`src/rtl/fpu_exc_status.sv`:
```
// Exception-status stage behind `except`: per-op IEEE flags, sticky accumulation, flag counter, optional irq.
// Latency: op issued in cycle T -> exc_valid/exc_flags/sticky/exc_cnt visible T+3, irq visible T+4.
// No backpressure: accepts one operation every cycle, never stalls.
//
// Ports:
//   clk, rst_n             clock (rising edge), asynchronous active-low reset
//   op_valid, fpu_op       issue strobe and opcode (0 add, 1 sub, 2 mul, 3 div, 4-7 no flags)
//   sign_a, sign_b         operand sign bits in the issue cycle
//   inf..opb_dn            operand classification from `except`, two cycles after issue
//   opa_nan, opb_nan       NaN classification from `except`, one cycle after issue
//   clr, clr_mask          single-cycle clear of selected sticky bits (all bits also clears exc_cnt)
//   irq_mask               interrupt enable per sticky bit
//   exc_valid, exc_flags   per-operation result strobe and flags {denorm, qnan, snan, divzero, invalid}
//   sticky, exc_cnt, irq   accumulated flags, saturating flagged-op count, interrupt request
//
// Build option: define FPU_EXC_IRQ_EN to build the interrupt register; otherwise irq is tied to 0.
module fpu_exc_status #(
    parameter int CNT_W = 8
) (
    input  logic             clk,
    input  logic             rst_n,
    input  logic             op_valid,
    input  logic [2:0]       fpu_op,
    input  logic             sign_a,
    input  logic             sign_b,
    input  logic             inf,
    input  logic             ind,
    input  logic             qnan,
    input  logic             snan,
    input  logic             opa_00,
    input  logic             opb_00,
    input  logic             opa_inf,
    input  logic             opb_inf,
    input  logic             opa_dn,
    input  logic             opb_dn,
    input  logic             opa_nan,
    input  logic             opb_nan,
    input  logic             clr,
    input  logic [4:0]       clr_mask,
    input  logic [4:0]       irq_mask,
    output logic             exc_valid,
    output logic [4:0]       exc_flags,
    output logic [4:0]       sticky,
    output logic [CNT_W-1:0] exc_cnt,
    output logic             irq
);

    localparam logic [2:0]       OP_ADD  = 3'd0;
    localparam logic [2:0]       OP_SUB  = 3'd1;
    localparam logic [2:0]       OP_MUL  = 3'd2;
    localparam logic [2:0]       OP_DIV  = 3'd3;
    localparam logic [CNT_W-1:0] CNT_MAX = '1;

    // Alignment pipeline: issue-cycle information delayed to the cycle in
    // which `except` presents the matching classification bits.
    logic       vld_q1, vld_q2;
    logic [2:0] op_q1, op_q2;
    logic       esign_q1, esign_q2;
    logic       opa_nan_q;

    // Effective sign: for add the signs must differ, for sub they must match,
    // for inf-inf to be an invalid operation.
    logic esign_d;
    assign esign_d = sign_a ^ sign_b ^ (fpu_op == OP_SUB);

    always_ff @(posedge clk or negedge rst_n) begin
        if (!rst_n) begin
            vld_q1    <= 1'b0;
            vld_q2    <= 1'b0;
            op_q1     <= 3'd0;
            op_q2     <= 3'd0;
            esign_q1  <= 1'b0;
            esign_q2  <= 1'b0;
            opa_nan_q <= 1'b0;
        end else begin
            vld_q1    <= op_valid;
            vld_q2    <= vld_q1;
            op_q1     <= fpu_op;
            op_q2     <= op_q1;
            esign_q1  <= esign_d;
            esign_q2  <= esign_q1;
            opa_nan_q <= opa_nan;
        end
    end

    // Flag derivation. Everything is gated by the aligned valid so that
    // undriven `except` outputs during idle cycles never reach the registers.
    logic       arith_op;
    logic       invalid_c;
    logic       divzero_c;
    logic       denorm_c;
    logic [4:0] new_flags;

    assign arith_op = vld_q2 & ~op_q2[2];

    always_comb begin
        invalid_c = 1'b0;
        divzero_c = 1'b0;
        case (op_q2)
            OP_ADD, OP_SUB: invalid_c = snan | (ind & esign_q2);
            OP_MUL:         invalid_c = snan | (opa_00 & opb_inf) | (opa_inf & opb_00);
            OP_DIV: begin
                invalid_c = snan | (opa_00 & opb_00) | ind;
                // x/0 with x finite, non-zero and not NaN
                divzero_c = opb_00 & ~opa_00 & ~opa_inf & ~opa_nan_q;
            end
            default: begin
                invalid_c = 1'b0;
                divzero_c = 1'b0;
            end
        endcase
    end

    // opX_dn from `except` is "exponent is zero", which includes true zeros.
    assign denorm_c = (opa_dn & ~opa_00) | (opb_dn & ~opb_00);

    always_comb begin
        new_flags = 5'd0;
        if (arith_op) begin
            new_flags = {denorm_c, qnan, snan, divzero_c, invalid_c};
        end
    end

    // Result register
    logic       exc_valid_q;
    logic [4:0] exc_flags_q;

    always_ff @(posedge clk or negedge rst_n) begin
        if (!rst_n) begin
            exc_valid_q <= 1'b0;
            exc_flags_q <= 5'd0;
        end else begin
            exc_valid_q <= vld_q2;
            exc_flags_q <= new_flags;
        end
    end

    // Sticky register: new flags are OR-ed in after the clear, so a bit that
    // is set and cleared in the same cycle stays set.
    logic [4:0] sticky_q, sticky_d;
    logic [4:0] clr_bits;

    assign clr_bits = clr ? clr_mask : 5'd0;
    assign sticky_d = (sticky_q & ~clr_bits) | new_flags;

    always_ff @(posedge clk or negedge rst_n) begin
        if (!rst_n) begin
            sticky_q <= 5'd0;
        end else begin
            sticky_q <= sticky_d;
        end
    end

    // Flagged-operation counter. A full clear zeroes the base value first, so
    // a flagged op in the same cycle lands the counter on 1.
    logic [CNT_W-1:0] cnt_q, cnt_d, cnt_base;
    logic             cnt_inc;

    assign cnt_inc  = |new_flags;
    assign cnt_base = (clr && (clr_mask == 5'b11111)) ? '0 : cnt_q;

    always_comb begin
        cnt_d = cnt_base;
        if (cnt_inc && (cnt_base != CNT_MAX)) begin
            cnt_d = cnt_base + CNT_W'(1);
        end
    end

    always_ff @(posedge clk or negedge rst_n) begin
        if (!rst_n) begin
            cnt_q <= '0;
        end else begin
            cnt_q <= cnt_d;
        end
    end

    // Interrupt: registered from the visible sticky bits, one cycle behind them.
    logic unused_inputs;

`ifdef FPU_EXC_IRQ_EN
    logic irq_q;

    always_ff @(posedge clk or negedge rst_n) begin
        if (!rst_n) begin
            irq_q <= 1'b0;
        end else begin
            irq_q <= |(sticky_q & irq_mask);
        end
    end

    assign irq           = irq_q;
    assign unused_inputs = ^{inf, opb_nan};
`else
    assign irq           = 1'b0;
    assign unused_inputs = ^{inf, opb_nan, irq_mask};
`endif

    assign exc_valid = exc_valid_q;
    assign exc_flags = exc_flags_q;
    assign sticky    = sticky_q;
    assign exc_cnt   = cnt_q;

endmodule
```
`config.mk`:
```
export PLATFORM = sky130hd
export DESIGN_NAME = fpu_exc_status
export DESIGN_NICKNAME = d
export VERILOG_FILES = /design/src/rtl/fpu_exc_status.sv
export SDC_FILE = /design/constraint.sdc
export NUM_CORES = 1
export LEC_CHECK = 0
export ABC_AREA = 1
export CAP_MARGIN = 20
export CORE_MARGIN = 1
export CORE_UTILIZATION = 49
export CTS_BUF_LIST = sky130_fd_sc_hd__clkbuf_2 sky130_fd_sc_hd__clkbuf_4 sky130_fd_sc_hd__clkbuf_8
export CTS_CLUSTER_SIZE = 14
export DETAILED_ROUTE_END_ITERATION = 7
export PLACE_DENSITY = 0.87
export SLEW_MARGIN = 20
export SYNTH_ARGS = -nofsm -noshare
export SYNTH_HDL_FRONTEND = slang
export SYNTH_SLANG_ARGS = --single-unit
```
`constraint.sdc`:
```
create_clock -name clk -period 3.4 [get_ports clk]
set_clock_uncertainty 0.05 [all_clocks]
set_input_delay 0.34 -clock clk [delete_from_list [all_inputs] [get_ports clk]]
set_output_delay 0.34 -clock clk [all_outputs]
set_load 0.005 [all_outputs]
```
==> results of run 1 <==
-- stage by stage --
stage | instance area (µm²) | total power, µW | worst slack, ps | instances
after floorplan | 1400 | 552 | 1590 | 164
after global placement | 1850 | 672 | 851 | 236
after detailed placement | 1850 | 685 | 780 | 236
after CTS | 1920 | 967 | 1110 | 244
after global routing | 1920 | 1010 | 944 | 244
final | 1920 | 958 | 1090 | 244
-- cell usage in the layout (no fill, tap or decap), types with 2 or more instances in the layout --
master,Yosys,layout
sky130_fd_sc_hd__nand2_1,69,69
sky130_fd_sc_hd__clkdlybuf4s50_1,0,42
sky130_fd_sc_hd__dfrtp_1,30,30
sky130_fd_sc_hd__inv_1,21,21
sky130_fd_sc_hd__nand3_1,9,9
sky130_fd_sc_hd__nor2_1,7,7
sky130_fd_sc_hd__clkbuf_4,0,5
sky130_fd_sc_hd__o21ai_0,4,4
sky130_fd_sc_hd__nand2_2,3,3
sky130_fd_sc_hd__nor2_2,3,3
sky130_fd_sc_hd__xnor2_1,3,3
sky130_fd_sc_hd__nand2_4,2,2
sky130_fd_sc_hd__xor2_1,2,2
sky130_fd_sc_hd__clkinv_2,0,2
-- registers in the layout, indices dropped and copies added, names as in the netlist --
signal / cells
opa_nan_q: 1
vld_q1: 1
exc_valid: 1
op_q2: 3
sticky: 5
exc_cnt: 8
vld_q2: 1
esign_q2: 1
esign_q1: 1
op_q1: 3
exc_flags: 5
-- power groups by stage --
stage | Sequential [µW] | Combinational [µW] | Clock [µW]
6_report | 437 | 242 | 278
3_3_place_gp | 440 | 232 | 0
4_1_cts | 437 | 244 | 286
2_1_floorplan | 440 | 112 | 0
3_5_place_dp | 444 | 242 | 0
5_1_grt | 441 | 267 | 303
-- worst max-delay path, stage by stage --
cell and delay (ps):
sky130_fd_sc_hd__clkdlybuf4s50_1 500, sky130_fd_sc_hd__nand2_2 120, sky130_fd_sc_hd__nor2_2 60, sky130_fd_sc_hd__nand2_2 220, sky130_fd_sc_hd__nand2_1 110, sky130_fd_sc_hd__inv_1 100, sky130_fd_sc_hd__ha_1 190, sky130_fd_sc_hd__nand2_1 60
sky130_fd_sc_hd__inv_1 50, sky130_fd_sc_hd__nand3_1 140, sky130_fd_sc_hd__nor2_2 220, sky130_fd_sc_hd__nand2_4 90, sky130_fd_sc_hd__nand2_8 120, sky130_fd_sc_hd__inv_8 50, sky130_fd_sc_hd__nand2_1 70, sky130_fd_sc_hd__nand2_1 50
-- cell type report --
cell class / count / area [µm²] / share of cell area [%]
Timing Repair Buffer: 43 / 428 / 22.2
Inverter: 22 / 90.1 / 4.68
Tap cell: 31 / 38.8 / 2.02
Clock buffer: 5 / 37.5 / 1.95
Sequential cell: 30 / 751 / 39.0
Multi-Input combinational cell: 110 / 539 / 28.0
Clock inverter: 3 / 40.0 / 2.08
-- per-layer routing --
metal  track usage, %  vias up  wire [µm]
li1                 -      586          -
met1             21.4      556       1110
met2             33.0       52       1350
met3             6.09       12        174
met4             15.4        0        106
met5                0        -          0
-- worst min-delay path by stage --
| stage | to | slack, ps | cells past startpoint |
|---|---|---|---|
| after global routing | op_q2[1] | 310 | 0 |
| after floorplan | esign_q1 | -6 | 0 |
| after detailed placement | esign_q2 | 280 | 0 |
| after global placement | esign_q2 | 280 | 0 |
| after CTS | esign_q2 | 310 | 0 |
| final | vld_q2 | 300 | 0 |
-- kinds of logic (layout without fill, tap and decap cells) --
| logic type | after synthesis | count (layout) | synth area share [%] |
|---|---|---|---|
| simple gates | 98 | 98 | 32.3 |
| xor+xnor | 5 | 5 | 3.13 |
| fa+ha+maj | 1 | 1 | 0.894 |
| compound gates | 5 | 5 | 1.97 |
| flops | 30 | 30 | 53.7 |
| other cells | 1 | 1 | 0.268 |
| buf+inv | 24 | 73 | 7.78 |
==> reports/metrics.cfg, run 1 <==
[pwr]
power.share.switching_pct=28.4
power_density_nw_per_um2=498
p_seq_share_pct=45.7
ir_drop_v=0.000598
power_switching_uw=272
combinationalPowerShare_pct=25.3
leakage_uw=0.00102
internal_power_uw=686
power_frac_clock_pct=29.1

[logic_synthesis]
synth_top_area_share_pct=53.7
ys_seq_area_share_pct=53.7
number_of_cells_produced_by_synthesis=164
synth-seq-cells=30
synth_nets=196
synth_enable_flop_cells=0
synth.yosys.warnings=0
unique_cell_type_count_in_the_yosys_netlist=22
synth.avg_cell_area_um2=8.53
synth_top_flop_cell=sky130_fd_sc_hd__dfrtp_1
synthDominantAreaCellType=sky130_fd_sc_hd__dfrtp_1
synth_area_leaders=sky130_fd_sc_hd__dfrtp_1, sky130_fd_sc_hd__nand2_1, sky130_fd_sc_hd__inv_1
most_frequently_used_cell_type_in_the_post_synthesis_netlist=sky130_fd_sc_hd__nand2_1
syn_area_um2=1400
synth_top_cells_by_count=sky130_fd_sc_hd__nand2_1, sky130_fd_sc_hd__dfrtp_1, sky130_fd_sc_hd__inv_1
postSynth.asyncResetShare_pct=100

[worst_setup_path]
timing.reg2reg.worst_path_depth=11
worst-r2r-setup-slack_ps=1410
cp.required_ps=3580
worstReg2RegStart=exc_cnt[1]
timing.critical_path.from_type=primary input
endpoint=exc_cnt[3]
critical_path.max_fanout=11
setup.worst_path.class=primary input to flop
data_arrival_time_of_the_critical_path_ps=2490
r2r_end=exc_cnt[3]
critical_path.endpoint_type=flop
startpoint=clr

[place]
dpl.hpwl_mm=2.11
finalWeightedCongestion=0.851
io_buffer_count=42

[routing]
detail_route.wirelength_mm=2.75
avgRoutedWirePerCell_um=11.3
ant_nets=0
detailedRoute.firstPassIterationCount=4
remaining_drc_errors=0
via_per_inst=4.94
detailroute.via_count=1206
drtIter0Drc=32

[layout]
area_delta_synth_final_pct=37.6
antenna_cells_inserted=0
fillCellCount=212
fin_nets=244
fin_util_pct=70.4
drive_gt1_share_pct=9.86

[clock_tree]
worst_setup_hold_path_clk_slew_ps=90
cts_buffers=5
clk_latency_ps=340
cts_buffer_depth=2
tritoncts=built
post_cts_resized=0
cts_post_setup_buffers_inserted=0
ctsRootBufferMaster=sky130_fd_sc_hd__clkbuf_4
clock_sinks=30
cts.htree.levels=2
post_cts_hold_buffer_count=0

[hold_path]
hold_path.class=flop to flop
hold_path.startpoint=vld_q1

[timing]
timing.final.crit_share_pct=68.0
timing.final.max_slew_violations=0
totalNegativeSetupSlack_ps=0
layout_min_cycle_time_ps=2310
hold_violations=0
fmax_mhz=433
setup_violations=0
rsz0062_at_grt=no
whs_ps=303

[global_routing]
grt_max_degree=31
initial_antenna_violation_count=0
grt_usage_pct=20.1
grt_first_pass_wirelength_mm=4.64
grt_overflow_total=0
via_count_of_the_first_global_routing_pass=1181

[die]
die-width_um=55.4
start_util_pct=51.2
dieArea_um2=3070
fp.dieH_um=55.4
ioPinCount=51
num_rows=19
design.core.area_um2=2730

[run_status]
result_of_the_run=finished clean

[run]
max_cap_viol_count=0

(Power assumes the default switching activity.)
==> run 2: changes to the inputs <==
--- a/config.mk
+++ b/config.mk
@@ -8,11 +8,11 @@
 export ABC_AREA = 1
 export CAP_MARGIN = 20
 export CORE_MARGIN = 1
-export CORE_UTILIZATION = 49
+export CORE_UTILIZATION = 46
 export CTS_BUF_LIST = sky130_fd_sc_hd__clkbuf_2 sky130_fd_sc_hd__clkbuf_4 sky130_fd_sc_hd__clkbuf_8
 export CTS_CLUSTER_SIZE = 14
 export DETAILED_ROUTE_END_ITERATION = 7
-export PLACE_DENSITY = 0.87
+export PLACE_DENSITY = 0.82
 export SLEW_MARGIN = 20
 export SYNTH_ARGS = -nofsm -noshare
 export SYNTH_HDL_FRONTEND = slang
==> constraint.sdc (replaced) <==
create_clock -name clk -period 2.2 [get_ports clk]
set_clock_uncertainty 0.05 [all_clocks]
set_input_delay 0.22 -clock clk [delete_from_list [all_inputs] [get_ports clk]]
set_output_delay 0.22 -clock clk [all_outputs]
set_load 0.005 [all_outputs]
==> run 2 against run 1 <==
The flow now finishes with violations (DRC); clock power increased by 110%; flip-flop and latch count unchanged; wire length increased by 13%; hold slack got worse by 74 ps; global-route usage increased by 1.1 points; sequential share of layout area decreased by 1.3 points; critical path type unchanged; largest cell class unchanged; largest power group unchanged; highest routed layer unchanged.
==> reports/metrics.cfg, run 2 (synthesized netlist as in run 1, its figures left out) <==
[layout]
multiInputGateArea_um2=539
reg_area_um2=751
drive_gt1_share_pct=11.5
finish.cell_count_without_fillers=248
mostFrequentLayoutCell=sky130_fd_sc_hd__nand2_1
most-common-layout-cells=sky130_fd_sc_hd__nand2_1, sky130_fd_sc_hd__clkdlybuf4s50_1, sky130_fd_sc_hd__dfrtp_1, sky130_fd_sc_hd__inv_1, sky130_fd_sc_hd__nand3_1
antenna_cells_inserted=0
fillCellCount=220
largest_register_ff_count=8
fin_nets=248
fin_util_pct=70.3
area_delta_synth_final_pct=42.1
finalInstanceArea_um2=1990

[clock_tree]
clock_sinks=30
cts_post_setup_buffers_inserted=0
cts_buffer_depth=2
tritoncts=built
worst_setup_hold_path_clk_slew_ps=100
clk_latency_ps=320
cts.htree.levels=2
ctsRootBufferMaster=sky130_fd_sc_hd__clkbuf_4
post_cts_hold_buffer_count=0
cts_buffers=5
post_cts_resized=0

[worst_setup_path]
critical_path.max_fanout=9
worstReg2RegStart=exc_cnt[1]
worst-r2r-setup-slack_ps=310
timing.critical_path.from_type=primary input
data_arrival_time_of_the_critical_path_ps=2100
setup.worst_path.class=primary input to flop
critical_path.most_common_cell=sky130_fd_sc_hd__nand2_1
cp.required_ps=2360
delay_of_the_slowest_cell_on_the_worst_path_ps=430
crit_path_cell_trace=clkdlybuf4s50_1 -> nand2_1 -> inv_1 -> a21boi_0 -> ha_1 -> nand2_1 -> inv_1 -> nand3_1 -> nor2_2 -> nand2_4 -> nand2_8 -> inv_8 -> nand2_1 -> nand2_1
slowest_stage=sky130_fd_sc_hd__clkdlybuf4s50_1
startpoint=clr_mask[1]
critical_path.endpoint_type=flop

[routing]
drtIter0Drc=32
avgRoutedWirePerCell_um=12.5
detail_route.wirelength_mm=3.10
detailedRoute.firstPassIterationCount=6
detailroute.via_count=1197
remaining_drc_errors=6
via_per_inst=4.83
ant_nets=0

[die]
start_util_pct=49.4
fp.dieH_um=57.1
die-width_um=57.1
dieArea_um2=3270
num_rows=19
design.core.area_um2=2830
ioPinCount=51

[timing]
timing.final.max_slew_violations=0
totalNegativeSetupSlack_ps=0
timing.final.crit_share_pct=88.1
hold_violations=0
fmax_mhz=516
layout_min_cycle_time_ps=1940
whs_ps=229
setup_violations=0
rsz0062_at_grt=no

[pwr]
p_seq_share_pct=41.1
ir_drop_v=0.000752
power_density_nw_per_um2=825
power_frac_clock_pct=35.2
combinationalPowerShare_pct=23.6
power_switching_uw=423
power.share.switching_pct=25.8
internal_power_uw=1220
leakage_uw=0.00105

[hold_path]
hold_path.class=primary input to async pin

[global_routing]
initial_antenna_violation_count=0
grt_usage_pct=21.1
grt_overflow_total=0
grt_max_degree=31
via_count_of_the_first_global_routing_pass=1267
grt_first_pass_wirelength_mm=5.16

[place]
placed_area_um2=1880
dpl.hpwl_mm=2.42
dp.cells=240
finalWeightedCongestion=0.802
io_buffer_count=42

[run_status]
violations_in_the_final_reports=DRC
result_of_the_run=complete, but fails checks

[run]
max_cap_viol_count=0

## run 2: cell type report
cell class / count / share of cell area, %
multi-input combinational: 110 / 27.1
clock buffer: 6 / 2.58
inverter: 22 / 4.53
clock inverter: 2 / 3.02
timing repair buffer: 47 / 23.0
tap: 31 / 1.95
sequential: 30 / 37.8
## run 2: power by group through the flow
stage | clock (µW) | combinational [µW] | sequential (µW)
finish | 578 | 388 | 675
global route | 615 | 428 | 681
CTS | 587 | 390 | 674
detailed placement | 0 | 387 | 685
global placement | 0 | 370 | 680
floorplan | 0 | 173 | 680
## run 2: worst paths after layout
path / to / cells after the start
worst max-delay path: exc_cnt[5] / 14
worst min-delay path: exc_flags[2] / 2
worst max register to register: exc_cnt[5] / 11
worst min register to register: op_q2[1] / 0
max in group asynchronous: exc_cnt[1] / 2
min in group clk: opa_nan_q / 1
## run 2: routing by layer
| layer | GRT usage [%] | up-vias | share of wire (%) |
|---|---|---|---|
| met5 | 0 | - | 0 |
| met1 | 21.5 | 563 | 39 |
| li1 | - | 596 | - |
| met3 | 5.22 | 5 | 4.0 |
| met4 | 7.67 | 0 | 1.0 |
| met2 | 41.2 | 33 | 56 |
## run 2: per-stage QoR
step | total power (µW) | setup WS, ps
2_1_floorplan | 853 | 505
3_3_place_gp | 1050 | 29.0
3_5_place_dp | 1070 | -77.5
4_1_cts | 1650 | 254
5_1_grt | 1720 | 105
6_report | 1640 | 262
## run 2: critical path, delay by kind of cell
| kind | cells | cell delay [ps] |
|---|---|---|
| fa+ha+maj | 1 | 230 |
| simple gates | 8 | 780 |
| buf+inv | 4 | 600 |
| compound gates | 1 | 280 |
